--- config.mk ---
export PLATFORM = sky130hd
export DESIGN_NAME = fifo_rptr_empty
export DESIGN_NICKNAME = d
export VERILOG_FILES = /design/src/rtl/fifo_rptr_empty.sv
export SDC_FILE = /design/constraint.sdc
export NUM_CORES = 1
export LEC_CHECK = 0
export CORE_ASPECT_RATIO = 1.25
export CORE_UTILIZATION = 42
export CTS_CLUSTER_SIZE = 16
export DETAILED_ROUTE_END_ITERATION = 10
export GPL_TIMING_DRIVEN = 1
export PLACE_DENSITY = 0.76
export SYNTH_ARGS = -nofsm -noshare
export SYNTH_HDL_FRONTEND = slang
export SYNTH_SLANG_ARGS = --single-unit
export TNS_END_PERCENT = 1
--- constraint.sdc ---
create_clock -name i_clk -period 2.4 [get_ports i_clk]
set_input_delay 0.36 -clock i_clk [delete_from_list [all_inputs] [get_ports i_clk]]
set_output_delay 0.36 -clock i_clk [all_outputs]
set_load 0.05 [all_outputs]
--- src/rtl/fifo_rptr_empty.sv ---
// Read-domain pointer and status controller for an asynchronous FIFO.
// Keeps the binary read pointer for RAM addressing and a registered Gray copy that is sent to the write domain.
module fifo_rptr_empty #(
    parameter int ADDRSIZE  = 4,
    parameter int AE_THRESH = 2
) (
    input  logic                i_clk,
    input  logic                i_rst_n,
    input  logic                i_rd_en,
    input  logic [ADDRSIZE:0]   i_wptr_sync,
    input  logic                i_err_clr,
    output logic [ADDRSIZE:0]   o_rptr,
    output logic [ADDRSIZE-1:0] o_raddr,
    output logic                o_rd_ack,
    output logic                o_empty,
    output logic                o_almost_empty,
    output logic [ADDRSIZE:0]   o_rd_level,
    output logic                o_underflow
);

    localparam logic [ADDRSIZE:0] AE_LIMIT = (ADDRSIZE+1)'(AE_THRESH);

    logic [ADDRSIZE:0] rbin_q, rbin_d;
    logic [ADDRSIZE:0] rgray_q, rgray_d;
    logic [ADDRSIZE:0] level_q, level_d;
    logic              empty_q, empty_d;
    logic              ae_q, ae_d;
    logic              ack_q, ack_d;
    logic              uflow_q, uflow_d;
    logic [ADDRSIZE:0] wbin;
    logic              rd_fire;

    // Gray-to-binary: each binary bit is the XOR of all Gray bits at or above it.
    generate
        for (genvar gi = 0; gi <= ADDRSIZE; gi++) begin : g_wbin
            assign wbin[gi] = ^i_wptr_sync[ADDRSIZE:gi];
        end
    endgenerate

    // Reads while empty are dropped; the empty flag here is the registered one.
    assign rd_fire = i_rd_en & ~empty_q;

    always_comb begin
        rbin_d  = rbin_q + {{ADDRSIZE{1'b0}}, rd_fire};
        rgray_d = (rbin_d >> 1) ^ rbin_d;
        empty_d = (rgray_d == i_wptr_sync);
        level_d = wbin - rbin_d;
        ae_d    = (level_d <= AE_LIMIT);
        ack_d   = rd_fire;
        uflow_d = (i_rd_en & empty_q) | (uflow_q & ~i_err_clr);
    end

    always_ff @(posedge i_clk or negedge i_rst_n) begin
        if (!i_rst_n) begin
            rbin_q  <= '0;
            rgray_q <= '0;
            level_q <= '0;
            empty_q <= 1'b1;
            ae_q    <= 1'b1;
            ack_q   <= 1'b0;
            uflow_q <= 1'b0;
        end else begin
            rbin_q  <= rbin_d;
            rgray_q <= rgray_d;
            level_q <= level_d;
            empty_q <= empty_d;
            ae_q    <= ae_d;
            ack_q   <= ack_d;
            uflow_q <= uflow_d;
        end
    end

    assign o_rptr         = rgray_q;
    assign o_raddr        = rbin_q[ADDRSIZE-1:0];
    assign o_rd_ack       = ack_q;
    assign o_empty        = empty_q;
    assign o_almost_empty = ae_q;
    assign o_rd_level     = level_q;
    assign o_underflow    = uflow_q;

endmodule

## Word level (Yosys, flattened, before mapping)

Index checks and enable logic that the tools add are counted.

| word-level totals | value |
|---|---|
| flip-flop bits (word level) | 19 |
| input port bits | 9 |
| output and inout bits | 18 |
| logic and storage cells | 22 |

| operators by class | value |
|---|---|
| add/sub/neg operators | 2 |
| order comparisons | 1 |
| equal/unequal tests | 1 |
| bitwise operators | 7 |
| reductions and logical operators | 4 |

Operator list:

| kind | count |
|---|---|
| $add A5 B1 Y5 | 1 |
| $eq A5 B5 Y1 | 1 |
| $le A5 B2 Y1 const B | 1 |
| $reduce_xor A5 Y1 | 1 |
| $sub A5 B5 Y5 | 1 |
| $xor A4 B5 Y5 | 1 |
| $reduce_xor A4 Y1 | 1 |
| $and A1 B1 Y1 | 3 |
| $reduce_xor A3 Y1 | 1 |
| $not A1 Y1 | 2 |
| $reduce_xor A2 Y1 | 1 |
| $or A1 B1 Y1 | 1 |

## Logic depth before layout (Yosys ltp)

Gate-level depths: netlist of run 1.

| logic depth | value |
|---|---|
| depth in word-level cells | 5 |
| gate-level depth with buffers | 11 |

## Worst setup path after synthesis of run 1

Ideal clock, no wire load.

| timing | value |
|---|---|
| path type | register to register |
| from | register empty_q (netlist: o_empty) |
| to | register ae_q (netlist: o_almost_empty) |
| arrival time | 2.675 ns |
| slack | -0.352 ns |
| cell stages (with the launch flop) | 11 |
| path buffers | 0 |
| period minus slack after synthesis | 2.752 ns |
| path through | dfstp_2 nor2b_1 ha_1 ha_1 xor2_1 inv_1 ha_1 inv_1 o21bai_4 or3_1 a31oi_1 |

| between the ends | value |
|---|---|
| word-level cells in the longest chain between the ends | 5 |

RTL lines:

| what | RTL line | source |
|---|---|---|
| from (decl) | 26 | `logic empty_q, empty_d;` |
| from (signal assigned) | 66 | `empty_q <= empty_d;` |
| $not A1 Y1 | 41 | `assign rd_fire = i_rd_en & ~empty_q;` |
| $and A1 B1 Y1 | 41 |  |
| named net ack_d | 28 | `logic ack_q, ack_d;` |
| $add A5 B1 Y5 | 44 | `rbin_d = rbin_q + {{ADDRSIZE{1'b0}}, rd_fire};` |
| named net rbin_d[2] | 23 | `logic [ADDRSIZE:0] rbin_q, rbin_d;` |
| $sub A5 B5 Y5 | 47 | `level_d = wbin - rbin_d;` |
| $le A5 B2 Y1 | 48 | `ae_d = (level_d <= AE_LIMIT);` |
| named net ae_d | 27 | `logic ae_q, ae_d;` |
| to (signal assigned) | 59 | `ae_q <= 1'b1;` |
| to (signal assigned) | 67 | `ae_q <= ae_d;` |
| to (decl) | 27 |  |

The timed path passes the listed nets, and every way through them passes these cells.

## Worst setup path after layout of run 1

| timing | value |
|---|---|
| from | input i_rd_en |
| to | register ae_q (netlist: o_almost_empty) |

| between the ends | value |
|---|---|
| word-level cells in the longest chain between the ends | 4 |

RTL lines:

| what | RTL line | source |
|---|---|---|
| from (decl) | 9 | `input logic i_rd_en,` |
| $and A1 B1 Y1 | 41 |  |
| named net ack_d | 28 |  |
| $add A5 B1 Y5 | 44 |  |
| named net rbin_d[2] | 23 |  |
| $sub A5 B5 Y5 | 47 |  |
| $le A5 B2 Y1 | 48 |  |
| named net ae_d | 27 |  |

The timed path passes the listed nets, and every way through them passes these cells.

==> results of run 1 <==
[how the worst max path moves through the flow]
| stage | start | to | depth (start not counted) |
|---|---|---|---|
| after floorplan | o_empty$_DFF_PN1_ | o_almost_empty$_DFF_PN1_ | 10 |
| after global placement | i_rd_en | o_almost_empty$_DFF_PN1_ | 11 |
| after detailed placement | i_rd_en | o_almost_empty$_DFF_PN1_ | 11 |
| after CTS | i_rd_en | o_almost_empty$_DFF_PN1_ | 11 |
| after global routing | i_rd_en | o_almost_empty$_DFF_PN1_ | 11 |
| final | i_rd_en | o_almost_empty$_DFF_PN1_ | 11 |
[logic make-up (layout without fill, tap and decap cells)]
family,after synthesis,in the layout,synth area share
adder cells (fa/ha/maj),7,7,0.08684
flip-flops,18,18,0.4623
buffers and inverters,9,59,0.03576
AO/OA/AOI/OAI,7,7,0.06129
AND/OR/NAND/NOR,15,15,0.08684
XOR/XNOR,25,25,0.2567
multiplexers,1,1,0.01022
[repair_timing]
action                                 in CTS  in global routing
endpoints found under the hold margin       0                  0
setup buffers                               0                  1
hold buffers                                0                  0
resized for setup                           0                 10
setup endpoints to repair                   0                  3
[metrics by stage]
step	area, µm²	util	hold slack, ns	setup WS (ns)
after global routing	1573	0.7114	0.5512	-0.002849
after global placement	1484	0.6712	0.5233	-0.2177
final	1573	0.7114	0.5124	0.1167
after CTS	1520	0.6876	0.5407	0.007942
after detailed placement	1484	0.6712	0.5327	-0.3144
after floorplan	1042	-	0.06441	-0.002843
[area by class of cell]
type | count | area share
timing repair buffer | 47 | 0.2721
multi-input combinational | 55 | 0.3715
sequential | 18 | 0.2880
clock buffer | 4 | 0.02307
inverter | 8 | 0.02068
tap | 31 | 0.02466
[metal layers]
layer,up-vias,track usage,routed length [µm]
li1,366,-,-
met1,359,0.2243,822
met2,25,0.3520,1290
met3,6,0.04221,62
met4,0,0.1299,65
met5,-,0,0
[critical path, delay by kind of cell]
family,cells,cell delay [ns]
compound gates,2,0.27
fa+ha+maj,3,0.56
xor+xnor,1,0.16
simple gates,2,0.57
buf+inv,3,0.59
[layout by cell type, fill, tap and decap left out, types with 3 or more instances in the layout]
cell	synthesis	routed
xor2_1	12	10
inv_1	8	6
buf_4	0	21
dlymetal6s2s_1	0	4
nand2_1	3	3
xnor2_2	2	3
clkdlybuf4s50_1	0	22
dfrtp_1	16	16
clkbuf_4	0	3
xnor2_1	10	9
ha_4	0	3
[registers in the layout, indices dropped and copies added, names as in the netlist]
register        cells
o_rd_ack            1
o_almost_empty      1
rbin_q              5
o_underflow         1
o_empty             1
o_rd_level          5
o_rptr              4
==> flow_summary.json, run 1 <==
{
  "ys.flop_type": "dfrtp_1",
  "multi_input_area_um2": 584.3,
  "cts_tree": "done",
  "syn_nets": 97,
  "io_buffer_count": 26,
  "die_h_um": 56,
  "ioPinCount": 27,
  "post-route-drc-count": 0,
  "num-fill-cells": 179,
  "die_area_mm2": 0.002531,
  "track_usage": 0.2079,
  "drive_gt1_frac": 0.3333,
  "critPathMaxFanout": 4,
  "crit_top_cell": "ha_4",
  "ctsRootBufferMaster": "clkbuf_4",
  "cts.clk_slew.worst_paths_ns": 0.11,
  "period_share": 0.9514,
  "htreeDepth": 1,
  "clock_latency_ns": 0.31,
  "cp-start-kind": "primary input",
  "stdcell_count": 163,
  "yosysWarnings": 0,
  "clk_path_buf_depth": 2,
  "syn-instance-count": 82,
  "yosysMostFrequentCell": "dfrtp_1",
  "setup_tns_ns": 0,
  "regArea_um2": 452.9,
  "tightest_slew_ns": 0.8121,
  "die_x_um": 45.20,
  "grt_antenna_before_repair": 0,
  "grt-ovfl-total": 0,
  "timing.clock.skew_ns": 0.007599,
  "syn_area_um2": 979.7,
  "n_antenna_cell": 0,
  "syn_to_final_growth_pct": 60.54,
  "cp.arrival_ns": 2.52,
  "synth-seq-area-share": 0.4623,
  "syn_area_per_cell_um2": 11.95,
  "clock.fmax_mhz": 438.0,
  "grt_pass1_vias": 827,
  "yosysTopAreaCell": "dfrtp_1",
  "drtAntennaViolNets": 0,
  "ys_ff_latch": 18,
  "grt_max_degree": 19,
  "core_mm2": 0.002211,
  "ys_types": 26,
  "wl_per_cell_um": 13.74,
  "crit_chain": "clkdlybuf4s50_1 -> nor2b_2 -> ha_4 -> ha_4 -> xor2_4 -> inv_2 -> ha_4 -> inv_4 -> o21bai_4 -> or3_1 -> a31oi_1",
  "critPathRequiredTime_ns": 2.64,
  "finalSetupViolations": 0,
  "r2r-start": "o_empty$_DFF_PN1_",
  "drt_iter0_drc": 8,
  "ys_top_cells_by_area": "dfrtp_1, xor2_1, xnor2_1",
  "synth_edf_count": 0,
  "grt_first_pass_wirelength_um": 3663,
  "hold_class": "in -> async",
  "status": "complete, no violations",
  "gp_congestion": 0.7668,
  "numCtsBuffers": 3,
  "rr_endpoint": "o_almost_empty$_DFF_PN1_",
  "num_vias": 756,
  "hold_violations": 0,
  "path_class": "in -> reg",
  "totalWireLength_um": 2240,
  "maxCapViolations": 0,
  "via_per_inst": 4.638,
  "slew_violations": 0,
  "cp-end-kind": "flop",
  "critPathSlowestCell": "clkdlybuf4s50_1",
  "rows": 19,
  "async_reset_ff_frac": 1.000,
  "critPathMaxStageDelay_ns": 0.47,
  "rr_worst_depth": 10,
  "slew_headroom": 0.4569,
  "cts_sinks": 18,
  "initial_core_util": 0.4431,
  "drt_pass1_iterations": 4,
  "fin_crit_ns": 2.283,
  "synth_top_area_frac": 0.4087,
  "hpwl_um": 1746,
  "rrSetupSlack_ns": 0.19,
  "yosys-top-cells-count": "dfrtp_1, xor2_1, xnor2_1",
  "fin_nets": 148,
  "dpl.cell_count": 158
}
Power of run 1 is not shown: default switching activity piles up to over one toggle a cycle in this logic, so the estimate is an artifact.
==> inputs of run 2 (changes only) <==
--- a/config.mk
+++ b/config.mk
@@ -6,11 +6,12 @@
 export NUM_CORES = 1
 export LEC_CHECK = 0
 export CORE_ASPECT_RATIO = 1.25
-export CORE_UTILIZATION = 42
+export CORE_UTILIZATION = 44
+export CTS_BUF_LIST = sky130_fd_sc_hd__clkbuf_8
 export CTS_CLUSTER_SIZE = 16
 export DETAILED_ROUTE_END_ITERATION = 10
 export GPL_TIMING_DRIVEN = 1
-export PLACE_DENSITY = 0.76
+export PLACE_DENSITY = 0.79
 export SYNTH_ARGS = -nofsm -noshare
 export SYNTH_HDL_FRONTEND = slang
 export SYNTH_SLANG_ARGS = --single-unit
==> flow_summary.json, run 2 (synthesis gave the netlist of run 1 again) <==
{
  "timing.clock.skew_ns": 0.002628,
  "critPathRequiredTime_ns": 2.58,
  "final_common_cell": "clkdlybuf4s50_1",
  "via_per_inst": 5.026,
  "cp-end-kind": "flop",
  "tightest_slew_ns": 0.8057,
  "n_antenna_cell": 0,
  "grt_antenna_before_repair": 0,
  "grt_max_degree": 19,
  "gp_congestion": 0.8681,
  "syn_to_final_growth_pct": 62.84,
  "fin_nets": 149,
  "final_cell_mix": "clkdlybuf4s50_1, buf_4, dfrtp_1",
  "track_usage": 0.1913,
  "io_buffer_count": 26,
  "stdcell_count": 153,
  "die_x_um": 44.21,
  "hpwl_um": 1585,
  "critPathMaxStageDelay_ns": 0.46,
  "post-route-drc-count": 3,
  "num_vias": 769,
  "ctsRootBufferMaster": "clkbuf_8",
  "maxCapViolations": 0,
  "cts.clk_slew.worst_paths_ns": 0.07,
  "critPathSlowestCell": "clkdlybuf4s50_1",
  "slew_headroom": 0.4612,
  "crit_chain": "clkdlybuf4s50_1 -> xnor2_2 -> xnor2_2 -> xor2_1 -> ha_1 -> inv_1 -> ha_1 -> o21bai_1 -> nor3_1 -> a31oi_1 -> a31oi_1",
  "grt_first_pass_wirelength_um": 3325,
  "numCtsBuffers": 3,
  "cts_hold_buf": 0,
  "dpl.cell_count": 148,
  "clock.fmax_mhz": 427.7,
  "slew_violations": 0,
  "placed_cell_area_mm2": 0.001478,
  "hold_violations": 0,
  "drive_gt1_frac": 0.3383,
  "stdcell_area_mm2": 0.001595,
  "violations": "design-rule violations",
  "status": "complete, but fails checks",
  "drt_iter0_drc": 13,
  "initial_core_util": 0.4833,
  "finalSetupViolations": 0,
  "die_area_mm2": 0.002420,
  "grt-ovfl-total": 0,
  "ioPinCount": 27,
  "htreeDepth": 1,
  "hold_class": "reg -> reg",
  "cp.arrival_ns": 2.51,
  "drt_pass1_iterations": 7,
  "die_h_um": 54.76,
  "wl_per_cell_um": 13.77,
  "critPathMaxFanout": 4,
  "fin_crit_ns": 2.338,
  "timing.hold.ws_ns": 0.5430,
  "cp-start-kind": "primary input",
  "totalWireLength_um": 2107,
  "rows": 18,
  "drtAntennaViolNets": 0,
  "cts_sinks": 18,
  "clock_latency_ns": 0.25,
  "setup_tns_ns": 0,
  "core_mm2": 0.002027,
  "grt_pass1_vias": 758,
  "clk_path_buf_depth": 2,
  "period_share": 0.9742,
  "path_class": "in -> reg",
  "cts_tree": "done"
}
==> run 2: changes by cell type in the layout (fill, tap and decap cells not counted), sizes merged <==
cell / change
dlymetal6s2s: -2
clkdlybuf4s50: +2
buf: +1
==> run 2: per-stage QoR <==
step                worst slack, ns    util
floorplan                 -0.002843       -
global placement            -0.2464  0.7290
detailed placement          -0.3451  0.7290
CTS                        0.009978  0.7611
global route               -0.03539  0.7870
finish                      0.06183  0.7870
==> run 2: worst max-delay path: cells and delay by family <==
kind            cells  cell delay, ns
fa+ha+maj           2            0.37
compound gates      3            0.46
simple gates        1            0.24
xor+xnor            3            0.57
buf+inv             2            0.51
==> run 2: final timing paths <==
| check | from | end | slack [ns] | cells after the start |
|---|---|---|---|---|
| worst min-delay path | o_empty$_DFF_PN1_ | o_underflow$_DFF_PN0_ | 0.54 | 2 |
| max in group asynchronous | i_rst_n | rbin_q[2]$_DFF_PN0_ | 1.32 | 1 |
| worst max-delay path | i_wptr_sync[4] | o_almost_empty$_DFF_PN1_ | 0.06 | 11 |
| min in group asynchronous | i_rst_n | rbin_q[0]$_DFF_PN0_ | 0.58 | 1 |
| worst min register to register | o_empty$_DFF_PN1_ | o_underflow$_DFF_PN0_ | 0.54 | 2 |
| worst max register to register | o_empty$_DFF_PN1_ | o_almost_empty$_DFF_PN1_ | 0.21 | 10 |
==> run 2: metal layers <==
metal	GRT usage	vias to the layer above	wire length, µm
li1	-	371	-
met3	0.03300	2	74
met2	0.3578	20	1183
met4	0.07576	0	12
met5	0	-	0
met1	0.2133	376	835
==> run 2: repair_timing <==
item | 4_1_cts | 5_1_grt
setup buffers | 0 | 1
pin swaps | 1 | 3
endpoints found under the hold margin | 0 | 0
resized for setup | 2 | 7
endpoints found under the setup margin | 1 | 2
==> run 2: final cells by class <==
| type | count | area (µm²) |
|---|---|---|
| Fill cell | 121 | 431.7 |
| Inverter | 8 | 32.53 |
| Sequential cell | 18 | 452.9 |
| Clock buffer | 4 | 55.05 |
| Tap cell | 20 | 25.02 |
| Multi-Input combinational cell | 55 | 599.3 |
| Timing Repair Buffer | 48 | 430.4 |
Power of run 2 is left out for the same reason.
==> inputs of run 3 (changes only) <==
--- a/config.mk
+++ b/config.mk
@@ -12,6 +12,7 @@
 export DETAILED_ROUTE_END_ITERATION = 10
 export GPL_TIMING_DRIVEN = 1
 export PLACE_DENSITY = 0.79
+export SETUP_SLACK_MARGIN = 0.1
 export SYNTH_ARGS = -nofsm -noshare
 export SYNTH_HDL_FRONTEND = slang
 export SYNTH_SLANG_ARGS = --single-unit
==> flow_summary.json, run 3 (synthesis gave the netlist of run 1 again) <==
{
  "hpwl_um": 1585,
  "die_area_mm2": 0.002420,
  "status": "complete, but fails checks",
  "stdcell_count": 155,
  "num-fill-cells": 118,
  "n_antenna_cell": 0,
  "violations": "design-rule violations",
  "final_cell_mix": "buf_4, clkdlybuf4s50_1, dfrtp_1",
  "final_common_cell": "buf_4",
  "cp.arrival_ns": 2.40,
  "timing.clock.skew_ns": 0.004670,
  "num_vias": 782,
  "cp-start-kind": "primary input",
  "clk_path_buf_depth": 2,
  "critPathRequiredTime_ns": 2.57,
  "ctsRootBufferMaster": "clkbuf_8",
  "clock_latency_ns": 0.25,
  "rrSetupSlack_ns": 0.19,
  "slew_violations": 0,
  "grt_antenna_before_repair": 0,
  "cts_hold_buf": 0,
  "rsz0062_at_grt": "false",
  "drt_pass1_iterations": 7,
  "rr_worst_depth": 8,
  "path_class": "in -> reg",
  "hold_violations": 0,
  "dpl.cell_count": 148,
  "track_usage": 0.1964,
  "die_h_um": 54.76,
  "placed_cell_area_mm2": 0.001478,
  "grt-ovfl-total": 0,
  "layout_setup_ws_ns": 0.1656,
  "ioPinCount": 27,
  "multi_input_area_um2": 601.8,
  "clock.fmax_mhz": 447.5,
  "finalSetupViolations": 0,
  "gp_congestion": 0.8681,
  "fin_crit_ns": 2.234,
  "stdcell_area_mm2": 0.001609,
  "rr_endpoint": "o_almost_empty$_DFF_PN1_",
  "slew_headroom": 0.4656,
  "numCtsBuffers": 3,
  "rows": 18,
  "hold_class": "in -> reg",
  "totalWireLength_um": 2179,
  "via_per_inst": 5.045,
  "cp-end-kind": "flop",
  "grt_pass1_vias": 752,
  "io_buffer_count": 26,
  "tightest_slew_ns": 0.7991,
  "cts_tree": "done",
  "grt_max_degree": 19,
  "drt_iter0_drc": 17,
  "wl_per_cell_um": 14.06,
  "crit_end": "o_almost_empty$_DFF_PN1_",
  "htreeDepth": 1,
  "cts_sinks": 18,
  "post-place-ws_ns": -0.3451,
  "period_share": 0.9310,
  "drtAntennaViolNets": 0,
  "initial_core_util": 0.4833,
  "maxCapViolations": 0,
  "die_x_um": 44.21,
  "setup_tns_ns": 0,
  "critPathLaunch": "i_wptr_sync[1]",
  "core_mm2": 0.002027,
  "grt_first_pass_wirelength_um": 3381,
  "drive_gt1_frac": 0.3556,
  "critPathMaxFanout": 2,
  "post-route-drc-count": 3,
  "r2r-start": "o_empty$_DFF_PN1_",
  "syn_to_final_growth_pct": 64.24,
  "fin_nets": 151,
  "cts.clk_slew.worst_paths_ns": 0.07,
  "regArea_um2": 452.9
}
[run 3: changes by cell type in the layout (fill, tap and decap cells not counted)]
| cell | previous run | this run |
|---|---|---|
| dlymetal6s2s_1 | 2 | 1 |
| clkdlybuf4s50_1 | 24 | 21 |
| ha_2 | 0 | 1 |
| buf_4 | 22 | 23 |
| buf_6 | 0 | 1 |
| dlygate4sd2_1 | 0 | 4 |
| ha_1 | 2 | 1 |
[run 3: critical path: stages]
cell	delay, ns
dlygate4sd2_1	0.28
xnor2_2	0.16
xnor2_2	0.22
xor2_1	0.18
ha_2	0.21
inv_1	0.04
ha_1	0.29
nand2_1	0.06
or3_1	0.38
a31oi_1	0.22
[run 3: worst min-delay path by stage]
| stage | slack, ns | end | depth (start not counted) | from |
|---|---|---|---|---|
| after detailed placement | 0.53 | o_underflow$_DFF_PN0_ | 2 | o_empty$_DFF_PN1_ |
| after global placement | 0.53 | o_underflow$_DFF_PN0_ | 2 | o_underflow$_DFF_PN0_ |
| after floorplan | 0.06 | o_rd_ack$_DFF_PN0_ | 0 | i_rst_n |
| after global routing | 0.40 | o_underflow$_DFF_PN0_ | 3 | i_rd_en |
| final | 0.37 | o_underflow$_DFF_PN0_ | 3 | i_rd_en |
| after CTS | 0.56 | o_underflow$_DFF_PN0_ | 2 | o_empty$_DFF_PN1_ |
[run 3: what timing repair did]
item / CTS / global route
resized for setup: 11 / 3
cloned: 0 / 0
pin swaps: 8 / 6
setup endpoints to repair: 2 / 2
setup buffers: 1 / 2
[run 3: area by class of cell]
cell class / instances / share of cell area
tap: 20 / 0.01555
sequential: 18 / 0.2815
clock buffer: 4 / 0.03421
multi-input combinational: 55 / 0.3740
inverter: 8 / 0.02022
timing repair buffer: 50 / 0.2745
[run 3: layer usage]
| layer | vias up | share of wire | GRT usage |
|---|---|---|---|
| li1 | 373 | - | - |
| met1 | 389 | 0.41 | 0.2220 |
| met2 | 18 | 0.55 | 0.3652 |
| met3 | 2 | 0.031 | 0.03300 |
| met4 | 0 | 0.0055 | 0.07576 |
| met5 | - | 0 | 0 |
[run 3: through the flow]
step	util	hold slack [ns]
global route	0.7938	0.4011
finish	0.7938	0.3669
floorplan	-	0.06441
global placement	0.7290	0.5310
CTS	0.7772	0.5559
detailed placement	0.7290	0.5313
Power of run 3 is left out for the same reason.
